**src/rtl/fetch_stage.sv**
```systemverilog
// rtl/fetch_stage.sv - MIPS instruction-fetch stage: PC, IF/ID register, stall/redirect, fetch counter
module fetch_stage #(
    parameter logic [31:0] RESET_PC    = 32'h0000_0000,
    parameter int          COUNT_WIDTH = 32
) (
    input  logic                   clock,
    input  logic                   reset,
    input  logic                   stall,
    input  logic                   redirect,
    input  logic [31:0]            redirect_target,
    output logic [31:0]            im_address,
    input  logic [31:0]            im_instruction,
    output logic [31:0]            pc,
    output logic [31:0]            if_id_instruction,
    output logic [31:0]            if_id_pc_plus4,
    output logic                   if_id_valid,
    output logic [COUNT_WIDTH-1:0] fetch_count
);

    localparam logic [31:0] RESET_PC_ALIGNED = {RESET_PC[31:2], 2'b00};

    logic [31:0]            pc_q, pc_d;
    logic [31:0]            instr_q, instr_d;
    logic [31:0]            pp4_q, pp4_d;
    logic                   valid_q, valid_d;
    logic [COUNT_WIDTH-1:0] count_q, count_d;
    logic [31:0]            pc_plus4;

    assign pc_plus4 = pc_q + 32'd4;

    // Redirect beats stall: a taken branch must squash the wrong-path fetch even when ID is held.
    always_comb begin
        pc_d    = pc_q;
        instr_d = instr_q;
        pp4_d   = pp4_q;
        valid_d = valid_q;
        count_d = count_q;
        if (redirect) begin
            pc_d    = {redirect_target[31:2], 2'b00};
            instr_d = 32'h0000_0000;
            pp4_d   = 32'h0000_0000;
            valid_d = 1'b0;
        end else if (!stall) begin
            pc_d    = pc_plus4;
            instr_d = im_instruction;
            pp4_d   = pc_plus4;
            valid_d = 1'b1;
            count_d = count_q + COUNT_WIDTH'(1);
        end
    end

    always_ff @(posedge clock or posedge reset) begin
        if (reset) begin
            pc_q    <= RESET_PC_ALIGNED;
            instr_q <= 32'h0000_0000;
            pp4_q   <= 32'h0000_0000;
            valid_q <= 1'b0;
            count_q <= '0;
        end else begin
            pc_q    <= pc_d;
            instr_q <= instr_d;
            pp4_q   <= pp4_d;
            valid_q <= valid_d;
            count_q <= count_d;
        end
    end

    assign im_address        = pc_q;
    assign pc                = pc_q;
    assign if_id_instruction = instr_q;
    assign if_id_pc_plus4    = pp4_q;
    assign if_id_valid       = valid_q;
    assign fetch_count       = count_q;

endmodule

```
**config.mk**
```make
export PLATFORM = sky130hd
export DESIGN_NAME = fetch_stage
export DESIGN_NICKNAME = d
export VERILOG_FILES = /design/src/rtl/fetch_stage.sv
export SDC_FILE = /design/constraint.sdc
export NUM_CORES = 1
export LEC_CHECK = 0
export BUFFER_PORTS_ARGS = -buffer_cell sky130_fd_sc_hd__buf_2
export CORE_MARGIN = 2
export CORE_UTILIZATION = 56
export CTS_BUF_LIST = sky130_fd_sc_hd__clkbuf_2 sky130_fd_sc_hd__clkbuf_4 sky130_fd_sc_hd__clkbuf_8
export CTS_CLUSTER_DIAMETER = 150
export DETAILED_ROUTE_END_ITERATION = 8
export GPL_ROUTABILITY_DRIVEN = 0
export HOLD_SLACK_MARGIN = 0.12
export MAX_ROUTING_LAYER = met4
export PLACE_DENSITY_LB_ADDON = 0.3
export SLEW_MARGIN = 15
export SYNTH_ARGS = -nofsm -noshare
export SYNTH_HDL_FRONTEND = slang
export SYNTH_SLANG_ARGS = --single-unit
```
**constraint.sdc**
```tcl
create_clock -name clock -period 8.1 [get_ports clock]
set_input_delay 0.81 -clock clock [delete_from_list [all_inputs] [get_ports clock]]
set_output_delay 0.81 -clock clock [all_outputs]
set_load 0.02 [all_outputs]
```
==> results of run 1 <==
logic make-up after synthesis:
logic type	count (synthesis)	synth area share
fa+ha+maj	2	0.00396
compound gates	65	0.0619
mux	35	0.0557
buf+inv	74	0.0680
other cells	1	0.000594
xor+xnor	84	0.117
simple gates	240	0.194
flops	126	0.500
registers in the layout, indices dropped and copies added (netlist names):
name and cells:
fetch_count 32, if_id_instruction 32, if_id_pc_plus4 31, im_address 30, if_id_valid 1
layout make-up:
cell class,count,area share
Clock inverter,6,0.0105
Clock buffer,25,0.0435
Inverter,5,0.00279
Sequential cell,126,0.413
Multi-Input combinational cell,430,0.359
Tap cell,140,0.0230
Timing Repair Buffer,223,0.148
through the flow:
step / util / setup WS [ns]
5_1_grt: 0.698 / 5.23
2_1_floorplan: - / 3.93
4_1_cts: 0.697 / 5.38
3_5_place_dp: 0.660 / 4.92
6_report: 0.698 / 5.37
3_3_place_gp: 0.660 / 4.96
cells in the mapped netlist, drive strengths merged:
| library cell | n |
|---|---|
| dfrtp | 126 |
| nor2 | 79 |
| nand2 | 62 |
| xnor2 | 54 |
| buf | 49 |
| mux2i | 34 |
| o21ai | 33 |
| xor2 | 30 |
| nand3 | 28 |
| nand4 | 22 |
| clkbuf | 20 |
| a211oi | 16 |
| nor3 | 10 |
| a21oi | 9 |
| and3 | 7 |
| nor4 | 7 |
| and2 | 6 |
| and4 | 6 |
| inv | 5 |
| or2 | 3 |
| ha | 2 |
| nor2b | 2 |
| or3 | 2 |
| or4 | 2 |
| a221oi | 1 |
| a22o | 1 |
| a311oi | 1 |
| a31oi | 1 |
| conb | 1 |
| mux2 | 1 |
| nand4b | 1 |
| nor4bb | 1 |
| o2111a | 1 |
| o21a | 1 |
| o31a | 1 |
| or3b | 1 |
| or4b | 1 |
layer usage:
layer | global-route usage | vias to the layer above
met3 | 0.0723 | 20
met5 | - | -
li1 | - | 2451
met2 | 0.386 | 170
met4 | 0.104 | 0
met1 | 0.331 | 2520
power groups by stage:
| stage | Combinational, mW | Clock, mW | Sequential (mW) |
|---|---|---|---|
| 6_report | 0.293 | 0.559 | 0.741 |
| 5_1_grt | 0.323 | 0.594 | 0.749 |
| 4_1_cts | 0.297 | 0.567 | 0.740 |
| 3_5_place_dp | 0.296 | 0 | 0.751 |
| 3_3_place_gp | 0.291 | 0 | 0.747 |
| 2_1_floorplan | 0.160 | 0 | 0.795 |
final timing paths:
path                       cells after the start  slack, ns     startpoint              end
hold reg to reg                                1       0.47    if_id_valid      if_id_valid
max in group asynchronous                      3       6.24          reset    im_address[2]
setup / recovery                               6       5.37          stall   im_address[26]
setup reg to reg                               5       5.49  im_address[9]   im_address[26]
hold / removal                                 2       0.45          reset  fetch_count[11]
min in group clock                             1       0.47    if_id_valid      if_id_valid
==> metrics.log, run 1 <==
[metrics] Tightest Pin Transition: 1.22 ns
[metrics] fin area: approximately 0.0076 mm^2
[metrics] top-level I/O count: 229
[metrics] status: complete, no violations
[metrics] wire length of the first global-routing pass: between 20 and 25 mm
[metrics] most common library cell in the layout ignoring fill and taps: buf_2
[metrics] max-cap check violation count: 0
[metrics] area of the core region: 0.0109 mm^2
[metrics] routed length on met3: 1.02 mm
[metrics] P_leak: 3.83 nW
[metrics] share of power burned in the clock network: 0.351
[metrics] starting density of the core: 0.577
[metrics] flip-flop and latch area: 0.00315 mm^2
[metrics] Cell Area, Placed: 0.00721 mm^2
[metrics] Critical Path Slowest Stage Cell: nor4_1
[metrics] count of buffering cells on the critical path with inverters included: 1
[metrics] Post-DRT Antenna Nets: 0
[metrics] total number of nets in the final design: 873
[metrics] antenna violations before repair: 0
[metrics] average cell area after synthesis: 10.1 um^2
[metrics] required time reported for the critical path endpoint: 8.39 ns
[metrics] IR drop worst, VDD: between 0.00015 and 0.0002 V
[metrics] Crit path largest cell delay: 0.95 ns
[metrics] leading post-synthesis cells by cell area: dfrtp_1, xnor2_1, mux2i_1
[metrics] Wirelength per Cell: ~16 um
[metrics] internal cell power: around 1.1 mW
[metrics] top achievable clock speed: 366 MHz
[metrics] Hold Path Class: in2async
[metrics] sequence of cells on the critical path: buf_4 -> nand4b_1 -> nor4_1 -> nand3_1 -> xor2_1 -> o21ai_0
[metrics] x dimension of the die: ~110 um
[metrics] routed via count divided by cell count: 5.40
[metrics] via count of the first global-routing pass: 4,834
[metrics] Die ar.: 0.0121 mm^2
[metrics] number of hold violations in the final report: 0
[metrics] routed wl met2: 7.46 mm
[metrics] final critical-path share of the clock period: 0.337
[metrics] number of buffers added to fix hold violations after cts: 0
[metrics] Finish-stage setup viols: 0
[metrics] number of pins exceeding their max-slew limit in the final report: 0
[metrics] flip-flop and latch count after synthesis: roughly 130
[metrics] sequential element share of the synthesized area: 0.500
[metrics] Synth Warn #: 0
[metrics] Psw: 0.482 mW
[metrics] wire length the detailed router placed on met1: ~6.3 mm
[metrics] CTS sink count: 126
[metrics] number of placed instances with taps included: roughly 920
[metrics] ant diodes: 0
[metrics] CTS clock-pin slew for the worst setup and hold paths: 0.07 ns
[metrics] Setup crit end kind: register
[metrics] number of input and output port buffers inserted: 222
[metrics] maximum root-to-sink buffer count: 2
[metrics] Pre-antenna DRT Iters: 5
[metrics] latest clock arrival within the worst-skew pair: 0.45 ns
[metrics] number of design rule violations left after detail routing: 0
[metrics] hpwl dp: 10.4 mm
[metrics] logic gate share of total power: 0.184
[metrics] launching element type of the critical path: primary input
[metrics] commonest cells after routing, fill and taps aside: buf_2, dfrtp_1, nor2_1
[metrics] leading area contributor after synthesis: dfrtp_1
[metrics] iteration-0 DRC count of the detailed router: about 340
[metrics] Pwr per Cell Area: roughly 210 mW/mm^2
[metrics] switching part of the total power: 0.303
[metrics] non-filler cells in the finished layout: 955
[metrics] Final Skew: 0.0115 ns
[metrics] routed wire length: 15.0 mm
[metrics] die height: 110 um
[metrics] htree depth: 4
[metrics] post-layout min period: 2.73 ns
[metrics] CTS tree: done
[metrics] power after layout: approximately 1.6 mW
[metrics] Synth top area share: 0.500
[metrics] setup repair bufs after CTS: 0
[metrics] pin count of the biggest net entering global routing: between 100 and 150
[metrics] worst setup path category: in2reg
[metrics] cells after synthesis: 627
[metrics] critical path arrival: 3.02 ns
[metrics] Layout area overhead: 20.9%
[metrics] unrepaired setup endpoints after global routing: no
[metrics] global route overflow: 0
[metrics] final worst hold slack: 0.450 ns
[metrics] share of power burned in registers: 0.465
[metrics] PostCTS Resize Cnt: 0
[metrics] area of combinational cells with multiple inputs: ~0.0027 mm^2
[metrics] uppermost signal routing layer after detailed routing: met4
[metrics] fraction of final layout cells sized beyond drive strength 1: 0.333
[metrics] crit-path max FO: 68
[metrics] Fill cells: ~860
[metrics] clock root buffer master: clkbuf_8
[metrics] summed negative setup slack over all endpoints: 0 ns
[metrics] FP Rows: 38
[metrics] Distinct cells, synth: 48
[metrics] global-route usage over all layers: 0.257
[metrics] post-synth design cell area: 0.00631 mm^2
[metrics] overall via count from detail_route: 5,161
[metrics] max_slew headroom: 0.182
[metrics] total CTS buffers: 17
[metrics] kind of cell adding the most delay to the critical path: simple AND/OR/NAND/NOR gates
Note: power is estimated with default switching activity, not from simulation.
==> run 2: changes to the inputs <==
ABC_AREA = 1   (was unset)
CORE_UTILIZATION = 47   (was 56)
clock period = 2.2 ns   (was 8.1 ns; I/O delays follow)
==> run 2 against run 1 <==
Compared with the run above: first-iteration DRC count is 18% higher; die area up 18%; highest routed layer unchanged; clock power grew to 3.8 times the previous value; count of clock-buffer cells in the layout fell by 6.
==> metrics.log, run 2 <==
[metrics] Cell Area, Placed: roughly 0.0074 mm^2
[metrics] setup repair bufs after CTS: 0
[metrics] switching part of the total power: 0.320
[metrics] logic gate share of total power: 0.200
[metrics] ant diodes: 0
[metrics] number of input and output port buffers inserted: 222
[metrics] routed wire length: 17.0 mm
[metrics] overall via count from detail_route: between 5,000 and 6,000
[metrics] Wirelength per Cell: 14.0 um
[metrics] Setup crit end kind: register
[metrics] most common library cell in the layout ignoring fill and taps: nand2_1
[metrics] launching element type of the critical path: register
[metrics] PostCTS Resize Cnt: 0
[metrics] number of pins exceeding their max-slew limit in the final report: 0
[metrics] commonest cells after routing, fill and taps aside: nand2_1, buf_2, dfrtp_1
[metrics] maximum root-to-sink buffer count: 2
[metrics] Synth Warn #: 0
[metrics] Tightest Pin Transition: 0.752 ns
[metrics] wire length of the first global-routing pass: 28.2 mm
[metrics] clock root buffer master: clkbuf_8
[metrics] leading area contributor after synthesis: dfrtp_1
[metrics] dominant synthesized flop cell: dfrtp_1
[metrics] Die ar.: 0.0144 mm^2
[metrics] post-layout min period: 1.64 ns
[metrics] Synth top area share: 0.500
[metrics] leading post-synthesis cells by instance count: nand2_1, dfrtp_1, inv_1, nand3_1, nor2_1
[metrics] global route overflow: 0
[metrics] final critical-path share of the clock period: 0.747
[metrics] Pre-antenna DRT Iters: 5
[metrics] FFs w/ async S/R, synth: 1.00
[metrics] status: complete, no violations
[metrics] internal cell power: 4.15 mW
[metrics] latest clock arrival within the worst-skew pair: 0.45 ns
[metrics] fin area: about 0.0085 mm^2
[metrics] total number of nets in the final design: roughly 1,100
[metrics] area of the core region: about 0.013 mm^2
[metrics] FP Rows: 42
[metrics] iteration-0 DRC count of the detailed router: about 400
[metrics] die height: between 100 and 150 um
[metrics] htree depth: 4
[metrics] flip-flop and latch count after synthesis: 126
[metrics] required time reported for the critical path endpoint: 2.54 ns
[metrics] Final Skew: 0.0107 ns
[metrics] post-synth design cell area: 0.00631 mm^2
[metrics] share of power burned in registers: 0.446
[metrics] x dimension of the die: about 120 um
[metrics] crit-path max FO: 6
[metrics] max_slew headroom: 0.497
[metrics] starting density of the core: 0.478
[metrics] total CTS buffers: 17
[metrics] Hold Path Class: in2reg
[metrics] max-cap check violation count: 0
[metrics] sequential element share of the synthesized area: 0.500
[metrics] Pwr per Cell Area: roughly 720 mW/mm^2
[metrics] number of buffers added to fix hold violations after cts: 64
[metrics] IR drop worst, VDD: 0.000367 V
[metrics] pin count of the biggest net entering global routing: 57
[metrics] global-route usage over all layers: 0.257
[metrics] antenna violations before repair: 0
[metrics] Finish-stage setup viols: 0
[metrics] top-level I/O count: approximately 230
[metrics] critical path arrival: a little under 2 ns
[metrics] hpwl dp: ~12 mm
[metrics] cells after synthesis: between 700 and 800
[metrics] unrepaired setup endpoints after global routing: no
[metrics] number of hold violations in the final report: 0
[metrics] fraction of final layout cells sized beyond drive strength 1: 0.276
[metrics] number of design rule violations left after detail routing: 0
[metrics] routed via count divided by cell count: around 5
[metrics] leading post-synthesis cells by cell area: dfrtp_1, nand2_1, nand3_1
[metrics] top achievable clock speed: 608 MHz
[metrics] CTS clock-pin slew for the worst setup and hold paths: 0.08 ns
[metrics] via count of the first global-routing pass: 5,766
[metrics] CTS sink count: 126
[metrics] CTS tree: done
[metrics] EDFF count, synth: 0
[metrics] most frequent cell after synthesis: nand2_1
[metrics] worst setup path category: reg2reg
[metrics] Layout area overhead: 34.3%
[metrics] summed negative setup slack over all endpoints: 0 ns
[metrics] Post-DRT Antenna Nets: 0
[metrics] Distinct cells, synth: 35
[metrics] average cell area after synthesis: slightly above 8 um^2
[metrics] P_leak: 4.58 nW
[metrics] share of power burned in the clock network: 0.354
[metrics] Psw: 1.95 mW
## run 2: cell types whose count changed in the layout (fill, tap and decap cells not counted), moves of 34 or more
cell	change
mux2i_1	-34
nand3_1	+36
nand2_1	+197
dlygate4sd3_1	+64
xnor2_1	-36
inv_1	+60
## run 2: worst paths after layout
check | start | to | slack (ns) | depth (start not counted)
max | im_address[3] | if_id_pc_plus4[30] | 0.56 | 8
min | redirect | im_address[16] | 0.25 | 3
max reg2reg | im_address[3] | if_id_pc_plus4[30] | 0.56 | 8
min reg2reg | if_id_pc_plus4[2] | if_id_pc_plus4[2] | 0.48 | 2
max in group asynchronous | reset | if_id_instruction[25] | 1.14 | 4
min in group asynchronous | reset | fetch_count[16] | 0.45 | 3
## run 2: area by class of cell
| type | count | area [um^2] |
|---|---|---|
| Sequential cell | 126 | 3150 |
| Fill cell | 1104 | 4720 |
| Inverter | 67 | 258 |
| Clock inverter | 13 | 164 |
| Multi-Input combinational cell | 518 | 2550 |
| Timing Repair Buffer | 294 | 1860 |
| Clock buffer | 19 | 262 |
| Tap cell | 176 | 220 |
## run 2: layer usage
| metal | track usage | vias to the layer above | part of all wire |
|---|---|---|---|
| li1 | - | 2916 | - |
| met1 | 0.328 | 2768 | 0.43 |
| met2 | 0.397 | 243 | 0.47 |
| met3 | 0.0589 | 45 | 0.066 |
| met4 | 0.105 | 0 | 0.027 |
| met5 | - | - | 0 |
## run 2: worst max-delay path: stages, from the launching register on
cell	delay [ns]
dfrtp_1	0.40
ha_1	0.17
nand2_1	0.10
nor2_4	0.17
nand2_2	0.14
nor2_1	0.26
nand3_1	0.11
nand3_1	0.11
nand2_1	0.06
## run 2: logic make-up (layout without fill, tap and decap cells)
logic type                 Yosys count  after routing  share of synthesized area
AOI/OAI and AO/OA                   65             65                     0.0750
xor gates and xnor gates            24             24                     0.0333
adders and majority gates            2              2                    0.00397
buffers and inverters              122            393                     0.0978
DFF                                126            126                      0.500
other                                1              4                   0.000595
and+or+nand+nor                    423            423                      0.289
## run 2: per-stage QoR
step | cells | util | hold slack, ns | power (mW) | setup WS, ns
4_1_cts | 1213 | 0.642 | 0.214 | 6.14 | 0.566
5_1_grt | 1213 | 0.642 | 0.251 | 6.40 | 0.375
6_report | 1213 | 0.642 | 0.251 | 6.09 | 0.556
2_1_floorplan | 766 | - | 0.353 | 3.52 | 0.427
3_5_place_dp | 1117 | 0.561 | 0.384 | 3.89 | 0.576
3_3_place_gp | 1117 | 0.561 | 0.388 | 3.87 | 0.576
## run 2: power by group through the flow
stage	sequential, mW	clock [mW]	combinational, mW
after detailed placement	2.76	0	1.13
final	2.72	2.15	1.22
after global routing	2.75	2.32	1.33
after floorplan	2.95	0	0.568
after global placement	2.76	0	1.12
after CTS	2.72	2.21	1.22
